## src/rtl/serial_mag_comp.sv

```systemverilog
// serial_mag_comp: digit-serial unsigned magnitude comparator. Scans A/B MSB-first,
// one DIGIT-bit digit per cycle, exits on the first differing digit.
module serial_mag_comp #(
    parameter int WIDTH = 16,
    parameter int DIGIT = 4,
    parameter int CNTW  = 3
) (
    input  logic             clk,
    input  logic             rst_n,
    input  logic             in_valid,
    output logic             in_ready,
    input  logic [WIDTH-1:0] a,
    input  logic [WIDTH-1:0] b,
    output logic             out_valid,
    input  logic             out_ready,
    output logic             gt,
    output logic             eq,
    output logic             lt,
    output logic [CNTW-1:0]  scan_cnt
);
    localparam int NDIG = WIDTH / DIGIT;
    localparam int IW   = (NDIG > 1) ? $clog2(NDIG) : 1;

    typedef enum logic [1:0] {IDLE, SCAN, DONE} state_t;

    state_t           state_q, state_d;
    logic [WIDTH-1:0] a_q, a_d, b_q, b_d;
    logic [IW-1:0]    idx_q, idx_d;
    logic [CNTW-1:0]  cnt_q, cnt_d;
    logic             gt_q, gt_d, eq_q, eq_d, lt_q, lt_d;
    logic [DIGIT-1:0] a_dig, b_dig;

    assign a_dig = a_q[DIGIT*idx_q +: DIGIT];
    assign b_dig = b_q[DIGIT*idx_q +: DIGIT];

    always_comb begin
        state_d = state_q;
        a_d     = a_q;
        b_d     = b_q;
        idx_d   = idx_q;
        cnt_d   = cnt_q;
        gt_d    = gt_q;
        eq_d    = eq_q;
        lt_d    = lt_q;
        unique case (state_q)
            IDLE: if (in_valid) begin
                a_d     = a;
                b_d     = b;
                idx_d   = IW'(NDIG - 1);
                cnt_d   = '0;
                state_d = SCAN;
            end
            SCAN: begin
                cnt_d = cnt_q + CNTW'(1);
                // idx==0 always exits, so idx never wraps
                if (a_dig != b_dig || idx_q == '0) begin
                    gt_d    = a_dig > b_dig;
                    lt_d    = a_dig < b_dig;
                    eq_d    = a_dig == b_dig;
                    state_d = DONE;
                end else begin
                    idx_d = idx_q - IW'(1);
                end
            end
            DONE: if (out_ready) begin
                gt_d    = 1'b0;
                eq_d    = 1'b0;
                lt_d    = 1'b0;
                state_d = IDLE;
            end
            default: state_d = IDLE;
        endcase
    end

    always_ff @(posedge clk or negedge rst_n) begin
        if (!rst_n) begin
            state_q <= IDLE;
            a_q     <= '0;
            b_q     <= '0;
            idx_q   <= '0;
            cnt_q   <= '0;
            gt_q    <= 1'b0;
            eq_q    <= 1'b0;
            lt_q    <= 1'b0;
        end else begin
            state_q <= state_d;
            a_q     <= a_d;
            b_q     <= b_d;
            idx_q   <= idx_d;
            cnt_q   <= cnt_d;
            gt_q    <= gt_d;
            eq_q    <= eq_d;
            lt_q    <= lt_d;
        end
    end

    assign in_ready  = state_q == IDLE;
    assign out_valid = state_q == DONE;
    assign gt        = gt_q;
    assign eq        = eq_q;
    assign lt        = lt_q;
    assign scan_cnt  = cnt_q;

    assert property (@(posedge clk) disable iff (!rst_n) $onehot0({gt_q, eq_q, lt_q}));
    assert property (@(posedge clk) disable iff (!rst_n) out_valid |-> $onehot({gt_q, eq_q, lt_q}));
    assert property (@(posedge clk) disable iff (!rst_n) !(in_ready && out_valid));
endmodule

```

## config.mk

```make
export PLATFORM = sky130hd
export DESIGN_NAME = serial_mag_comp
export DESIGN_NICKNAME = d
export VERILOG_FILES = /design/src/rtl/serial_mag_comp.sv
export SDC_FILE = /design/constraint.sdc
export NUM_CORES = 1
export LEC_CHECK = 0
export CAP_MARGIN = 20
export CORE_ASPECT_RATIO = 2
export CORE_MARGIN = 4
export CORE_UTILIZATION = 40
export CTS_CLUSTER_DIAMETER = 60
export DETAILED_ROUTE_END_ITERATION = 7
export GPL_TIMING_DRIVEN = 1
export PLACE_DENSITY = 0.66
export REMOVE_ABC_BUFFERS = 1
export SYNTH_ARGS = -nofsm -noshare
export SYNTH_HDL_FRONTEND = slang
export SYNTH_SLANG_ARGS = --single-unit
```

## constraint.sdc

```tcl
create_clock -name clk -period 2.9 [get_ports clk]
set_input_delay 0.58 -clock clk [delete_from_list [all_inputs] [get_ports clk]]
set_output_delay 0.58 -clock clk [all_outputs]
set_load 0.01 [all_outputs]
```

Yosys cells after proc, flatten, opt, wreduce, memory -nomap -nowiden

Cells that the tools add are included.

$add $sub $neg: 2
Multipliers: 0
Div/mod/pow operators: 0
Magnitude comparators: 2
Equality and inequality tests: 8
Shift-type cells: 2
Muxes and demuxes: 16
Bitwise logic cells: 0
Reduce and logical (&&, ||, !) cells: 10

Operators by type and width:

| cell                | count |
|---|---|
| $shiftx 16x5->4     | 2 |
| $mux 2              | 5 |
| $reduce_and 3->1    | 3 |
| $ne 2x2->1 const B  | 3 |
| $pmux 1 s2          | 3 |
| $pmux 2 s3          | 1 |
| $pmux 3 s2          | 1 |
| $eq 4x4->1          | 1 |
| $gt 4x4->1          | 1 |
| $logic_not 2->1     | 2 |
| $lt 4x4->1          | 1 |
| $mux 1              | 4 |
| $ne 4x4->1          | 1 |
| $pmux 2 s2          | 1 |
| $reduce_and 2->1    | 2 |
| $reduce_bool 2->1   | 2 |
| $add 3x1->3 const B | 1 |
| $mux 3              | 1 |
| $eq 2x1->1 const B  | 1 |
| $eq 2x2->1 const B  | 1 |
| $ne 2x1->1 const B  | 1 |
| $sub 2x1->2 const B | 1 |
| $logic_or 1x1->1    | 1 |

Register bits: 42
Latch bits: 0
Bits in writable memories: 0
Memory bits (read-only): 0
Bits of input ports: 36
Output and inout bits: 8
Word-level logic and storage cells: 48
Memories kept: 0

Logic depth before layout (Yosys ltp)

Gate-level depths: netlist (run 1).

Depth in word-level cells: 5
Depth in mapped cells: 8
Gate-level depth less buffers: 7

Worst setup path after synthesis (run 1)

Ideal clock, no wire load.

Path type: flip-flop to flip-flop
From: reg idx_q[0]
To: reg eq_q (netlist: eq)
Library setup time: 65 ps
Data arrival time: 2126 ps
Required time: 2835 ps
Setup slack: 708 ps
Stages on the path, launching flop included: 8
Path buffers: 1
Period minus slack after synthesis: 2192 ps
Path through: dfrtp_1 -> buf_2 -> mux4_2 -> ha_1 -> nand4_1 -> o21ai_1 -> a21boi_2 -> a22o_1

Longest elaborated chain between the ends: 5
Elaborated cells between the ends (all ways): 10
Classes of those cells: eq/ne: 3; shift: 2; mux: 2; reduce/logical: 3

Ends and longest elaborated chain:

| item                               | RTL line | source |
|---|---|---|
| start, declared                    | 28       | `logic [IW-1:0] idx_q, idx_d;` |
| start signal, assigned             | 89       | `idx_q <= idx_d;` |
| $shiftx 16x5->4 (on tied branches) | 33, 34   |  |
| $ne 4x4->1                         | 56       | `if (a_dig != b_dig \|\| idx_q == '0) begin` |
| $logic_or 1x1->1                   | 56       |  |
| $ne 2x2->1 (no line)               | -        |  |
| $reduce_and 3->1 (no line)         | -        |  |
| end signal, assigned               | 92       | `eq_q <= eq_d;` |
| end, declared                      | 30       | `logic gt_q, gt_d, eq_q, eq_d, lt_q, lt_d;` |

Several ways; a longest one is shown, not always the timed one. The select of a mux whose other input is x is not followed.
A chain may end at the register's enable or synchronous reset.

Worst setup path in the final report (run 1)

Same ends and word-level chain as after synthesis.

==> flow_metrics.py, run 1 <==
metrics = {
    "route": {
        "drc_errors": 0,
        "vias": 1213,
        "dr.pass1.iters": 4,
        "detail-route-antenna-nets": 0,
        "totalWireLength_mm": 3.87,
        "vias_per_cell": 5.14,
        "drtIter0Drc": 30,
        "wl_per_cell_um": 16.4,
    },
    "synthesis": {
        "synth_seq_cells": 42,
        "yosysSeqAreaShare_pct": 52.6,
        "synth_warnings": 0,
        "synthCells": 133,
        "synth_top_area_share_pct": 52.6,
        "yosys.area.top_type": "dfrtp_1",
        "synth-async-reset-ratio_pct": 100,
        "synth_area_leaders": "dfrtp_1 (53%), mux2_4 (11%), mux2_2 (10%)",
        "synth.avg_cell_area_um2": 15.0,
        "yosysMostFrequentCell": "dfrtp_1",
        "ys_top_cells_by_count": "dfrtp_1 (42), mux2_2 (18), mux2_4 (14)",
        "ys_types": 28,
        "syn_area_um2": 2000,
        "synthFlopType": "dfrtp_1",
        "synth-edff-count": 0,
    },
    "layout": {
        "nets": 220,
        "area_delta_synth_final_pct": 30.0,
        "n_antenna_cell": 0,
        "post-route-util_pct": 53.4,
        "layout-drive-gt1-share_pct": 30.2,
    },
    "setup_path": {
        "crit_type": "reg -> reg",
        "r2r_end": "eq",
        "critPathRequiredTime_ns": 3.14,
        "critPathCaptureType": "flip-flop",
        "r2r_cells": 6,
        "crit_family": "flip-flops",
        "cp-start-kind": "flip-flop",
        "critPathBufInv": 0,
        "r2r_slack_ns": 0.39,
        "r2r_start": "idx_q[0]",
        "worst_path_max_delay_cell": "dfrtp_1",
        "crit_chain": "mux4_2, ha_1, nand4_1, o21ai_1, a21boi_2, a22o_1",
        "path_max_fanout": 11,
        "max_stage_delay_ns": 0.70,
        "cp.arrival_ns": 2.75,
    },
    "clock_tree": {
        "cts_tree": "built",
        "cts_buffer_depth": 2,
        "clk_pin_slew_ns": 0.08,
        "cts_buffers": 5,
        "insertion_delay_ns": 0.29,
        "cts.sinks": 42,
        "cts_resized": 0,
        "h-tree-depth": 2,
        "post_cts_buffers": 0,
        "cts_hold_buf": 0,
        "cts_root_buf": "clkbuf_8",
    },
    "grt": {
        "grt_pass1_vias": 1364,
        "grt_pass1_wl_mm": 6.47,
        "globalRouteOverflowTotal": 0,
        "grt_usage_pct": 13.7,
        "antenna_found_initial": 0,
        "grt_max_degree": 43,
    },
    "timing": {
        "worst_slew_pin_slew_ns": 0.554,
        "tns_ns": 0,
        "hold_viol": 0,
        "skew_ns": 0.00697,
        "slew_violations": 0,
        "period_share_pct": 86.5,
        "rsz0062_at_grt": "no",
        "slew_headroom_pct": 63.1,
        "period_needed_ns": 2.51,
        "finalSetupViolCount": 0,
        "fmax_mhz": 399,
    },
    "worst_hold_path": {
        "hold_class": "in -> async",
    },
    "floorplan": {
        "rows": 36,
        "fp.coreArea_um2": 4860,
        "fp.dieArea_um2": 6260,
        "ios": 44,
        "die_x_um": 58.0,
        "start_util_pct": 41.1,
        "die_h_um": 108,
    },
    "placement": {
        "io_buffers": 43,
        "place_congestion": 0.846,
        "hpwl_mm": 2.91,
    },
    "flow_run": {
        "max_cap_viol_count": 0,
    },
    "power_and_ir_drop": {
        "ir_worst_vdd_uv": 664,
        "power.density_nw_per_um2": 1050,
        "total_leakage_power_nw": 1.15,
    },
    "outcome": {
        "status": "complete, no violations",
    },
}
registers in the layout (all words and copies together), names as in the netlist:
name and count:
a_q 16, b_q 16, eq 1, gt 1, idx_q 2, lt 1, scan_cnt 3, state_q 2
layer usage:
metal | global-route usage (%) | share of wire [%] | up-vias
met5 | 0 | 0 | -
met4 | 6.97 | 2.3 | 0
met3 | 2.51 | 3.8 | 9
met2 | 24.3 | 57 | 27
met1 | 15.3 | 37 | 611
li1 | - | - | 566
where the power goes:
group	internal [mW]	switching (mW)	leakage, nW
Clock	0.367	0.203	0.0714
Combinational	0.692	0.405	0.578
Sequential	0.862	0.197	0.498
cell usage in the layout (no fill, tap or decap), types with 2 or more instances in the layout:
cell type and count:
o21ai_0 4, clkbuf_8 6, mux2_4 14, mux2_2 18
or2b_1 2, dfrtp_1 42, a21oi_1 4, mux4_2 8
nor3_1 2, nand2_1 4, bufinv_16 2, ha_1 6
nor2_1 3, clkdlybuf4s50_1 42, inv_1 8
how the worst max path moves through the flow:
stage	endpoint	slack, ns	cells past startpoint	startpoint
final	eq	0.39	6	idx_q[0]
after global routing	eq	0.18	6	idx_q[0]
after CTS	eq	0.35	6	idx_q[0]
after detailed placement	eq	0.38	6	idx_q[0]
after global placement	gt	0.50	6	idx_q[0]
after floorplan	eq	0.66	6	idx_q[0]
final cells by class:
type,count,area (µm²)
fillers,442,2270
flip-flops and latches,42,1050
multi-input cells,77,858
repair buffers,44,445
clock buffers,6,82.6
well taps,57,71.3
clock inverters,2,60.1
inverters,8,30.0
through the flow:
| stage | area, µm² | setup slack, ns | hold WS, ns | cells | power, mW |
|---|---|---|---|---|---|
| 2_1_floorplan | 1940 | 0.659 | 0.284 | 127 | 1.84 |
| 3_3_place_gp | 2440 | 0.505 | 0.474 | 227 | 2.14 |
| 3_5_place_dp | 2440 | 0.381 | 0.484 | 227 | 2.19 |
| 4_1_cts | 2580 | 0.355 | 0.448 | 235 | 2.77 |
| 5_1_grt | 2600 | 0.177 | 0.0549 | 236 | 2.92 |
| 6_report | 2600 | 0.392 | 0.0740 | 236 | 2.73 |
cells by family (layout without fill, tap and decap cells):
logic type | Yosys count | in the layout | share of synthesized area, %
AOI/OAI and AO/OA | 13 | 13 | 4.19
xor gates and xnor gates | 1 | 1 | 0.438
adders and majority gates | 6 | 6 | 3.75
buffers and inverters | 14 | 60 | 4.51
DFF | 42 | 42 | 52.6
muxes | 40 | 40 | 29.7
and+or+nand+nor | 17 | 17 | 4.88
Power figures use the tool's default switching activity.
==> run 2, diff against run 1 <==
HOLD_SLACK_MARGIN = 0.06   (was unset)
==> run 2 against run 1 <==
Effect of this change:
- non-clock buffer count increased by 1
- hold slack improved by 0.43 ns
- sequential power barely moved
- count of clock-buffer cells in the layout is the same
- final area increased by 0.39%
- combinational power about the same
- critical path type unchanged
- critical endpoint unchanged
==> flow_metrics.py, run 2 (synthesis results as in run 1) <==
metrics = {
    "outcome": {
        "status": "complete, no violations",
    },
    "power_and_ir_drop": {
        "ir_worst_vdd_uv": 667,
        "power_mw": 2.73,
        "power.density_nw_per_um2": 1050,
        "total_leakage_power_nw": 1.15,
    },
    "grt": {
        "met2_usage_pct": 24.3,
        "antenna_found_initial": 0,
        "grt.met1_usage_pct": 15.3,
        "grt_usage_pct": 13.7,
        "use_met3_pct": 2.51,
        "grt_max_degree": 43,
        "busiest_layer": "met2",
        "grt_pass1_vias": 1364,
        "globalRouteOverflowTotal": 0,
        "grt_pass1_wl_mm": 6.47,
    },
    "placement": {
        "place_congestion": 0.846,
        "io_buffers": 43,
        "dpl-instance-area_um2": 2440,
        "hpwl_mm": 2.91,
        "dpl_worst_slack_ns": 0.381,
        "numPlacedInstances": 227,
    },
    "timing": {
        "worst_slew_pin_slew_ns": 0.568,
        "finalSetupViolCount": 0,
        "slew_headroom_pct": 62.2,
        "fin_ws_ns": 0.369,
        "fmax_mhz": 395,
        "period_share_pct": 87.3,
        "whs_ns": 0.508,
        "skew_ns": 0.00660,
        "rsz0062_at_grt": "no",
        "slew_violations": 0,
        "hold_viol": 0,
        "tns_ns": 0,
        "period_needed_ns": 2.53,
    },
    "floorplan": {
        "die_x_um": 58.0,
        "ios": 44,
        "die_h_um": 108,
        "fp.dieArea_um2": 6260,
        "start_util_pct": 41.1,
        "rows": 36,
        "fp.coreArea_um2": 4860,
    },
    "route": {
        "wl_per_cell_um": 16.5,
        "drtIter0Drc": 22,
        "dr.pass1.iters": 4,
        "totalWireLength_mm": 3.91,
        "vias_per_cell": 5.13,
        "detail-route-antenna-nets": 0,
        "drc_errors": 0,
        "vias": 1215,
    },
    "setup_path": {
        "cp.arrival_ns": 2.77,
        "critPathCaptureType": "flip-flop",
        "path_max_fanout": 11,
        "cp-start-kind": "flip-flop",
        "crit_type": "reg -> reg",
        "critPathRequiredTime_ns": 3.14,
    },
    "layout": {
        "layout-drive-gt1-share_pct": 30.0,
        "n_antenna_cell": 0,
        "fin_area_um2": 2610,
        "stdcell_count": 237,
        "final_cell_mix": "dfrtp_1 (42), clkdlybuf4s50_1 (42), mux2_2 (18), mux2_4 (14)",
        "nets": 221,
        "area_delta_synth_final_pct": 30.5,
        "post-route-util_pct": 53.6,
    },
    "clock_tree": {
        "cts_buffers": 5,
        "cts_hold_buf": 0,
        "cts_resized": 0,
        "cts_root_buf": "clkbuf_8",
        "post_cts_buffers": 0,
        "clk_pin_slew_ns": 0.08,
        "insertion_delay_ns": 0.29,
        "h-tree-depth": 2,
        "cts.sinks": 42,
        "cts_tree": "built",
        "cts_buffer_depth": 2,
    },
    "flow_run": {
        "max_cap_viol_count": 0,
    },
    "worst_hold_path": {
        "hold_class": "reg -> reg",
    },
}
-- run 2: changes by cell type in the layout (fill, tap and decap cells not counted), sizes merged --
cell and change:
dlygate4sd3 +1
-- run 2: layout make-up --
type,instances,area (µm²)
inverters,8,30.0
clock buffers,6,82.6
flip-flops and latches,42,1050
well taps,57,71.3
clock inverters,2,60.1
fillers,441,2260
repair buffers,45,455
multi-input cells,77,858
-- run 2: worst paths after layout --
path,depth (start not counted),end,from,slack (ns)
setup / recovery,6,eq,idx_q[0],0.37
hold / removal,1,lt,lt,0.51
setup reg to reg,6,eq,idx_q[0],0.37
hold reg to reg,1,lt,lt,0.51
max in group asynchronous,3,a_q[10],rst_n,1.88
min in group asynchronous,2,a_q[15],rst_n,0.61
-- run 2: worst max-delay path, stage by stage, from the launching register on --
cell      delay, ns
dfrtp_1        0.71
mux4_2         0.58
ha_1           0.34
nand4_1        0.19
o21ai_1        0.26
a21boi_2       0.25
a22o_1         0.15
-- run 2: power by group --
group / internal (mW) / switching, mW
Clock: 0.367 / 0.203
Sequential: 0.862 / 0.199
Combinational: 0.693 / 0.407
Total: 1.92 / 0.808
-- run 2: per-layer routing --
| layer | vias up | routed length [µm] |
|---|---|---|
| met1 | 611 | 1440 |
| met4 | 0 | 91 |
| met2 | 29 | 2230 |
| li1 | 566 | - |
| met5 | - | 0 |
| met3 | 9 | 152 |
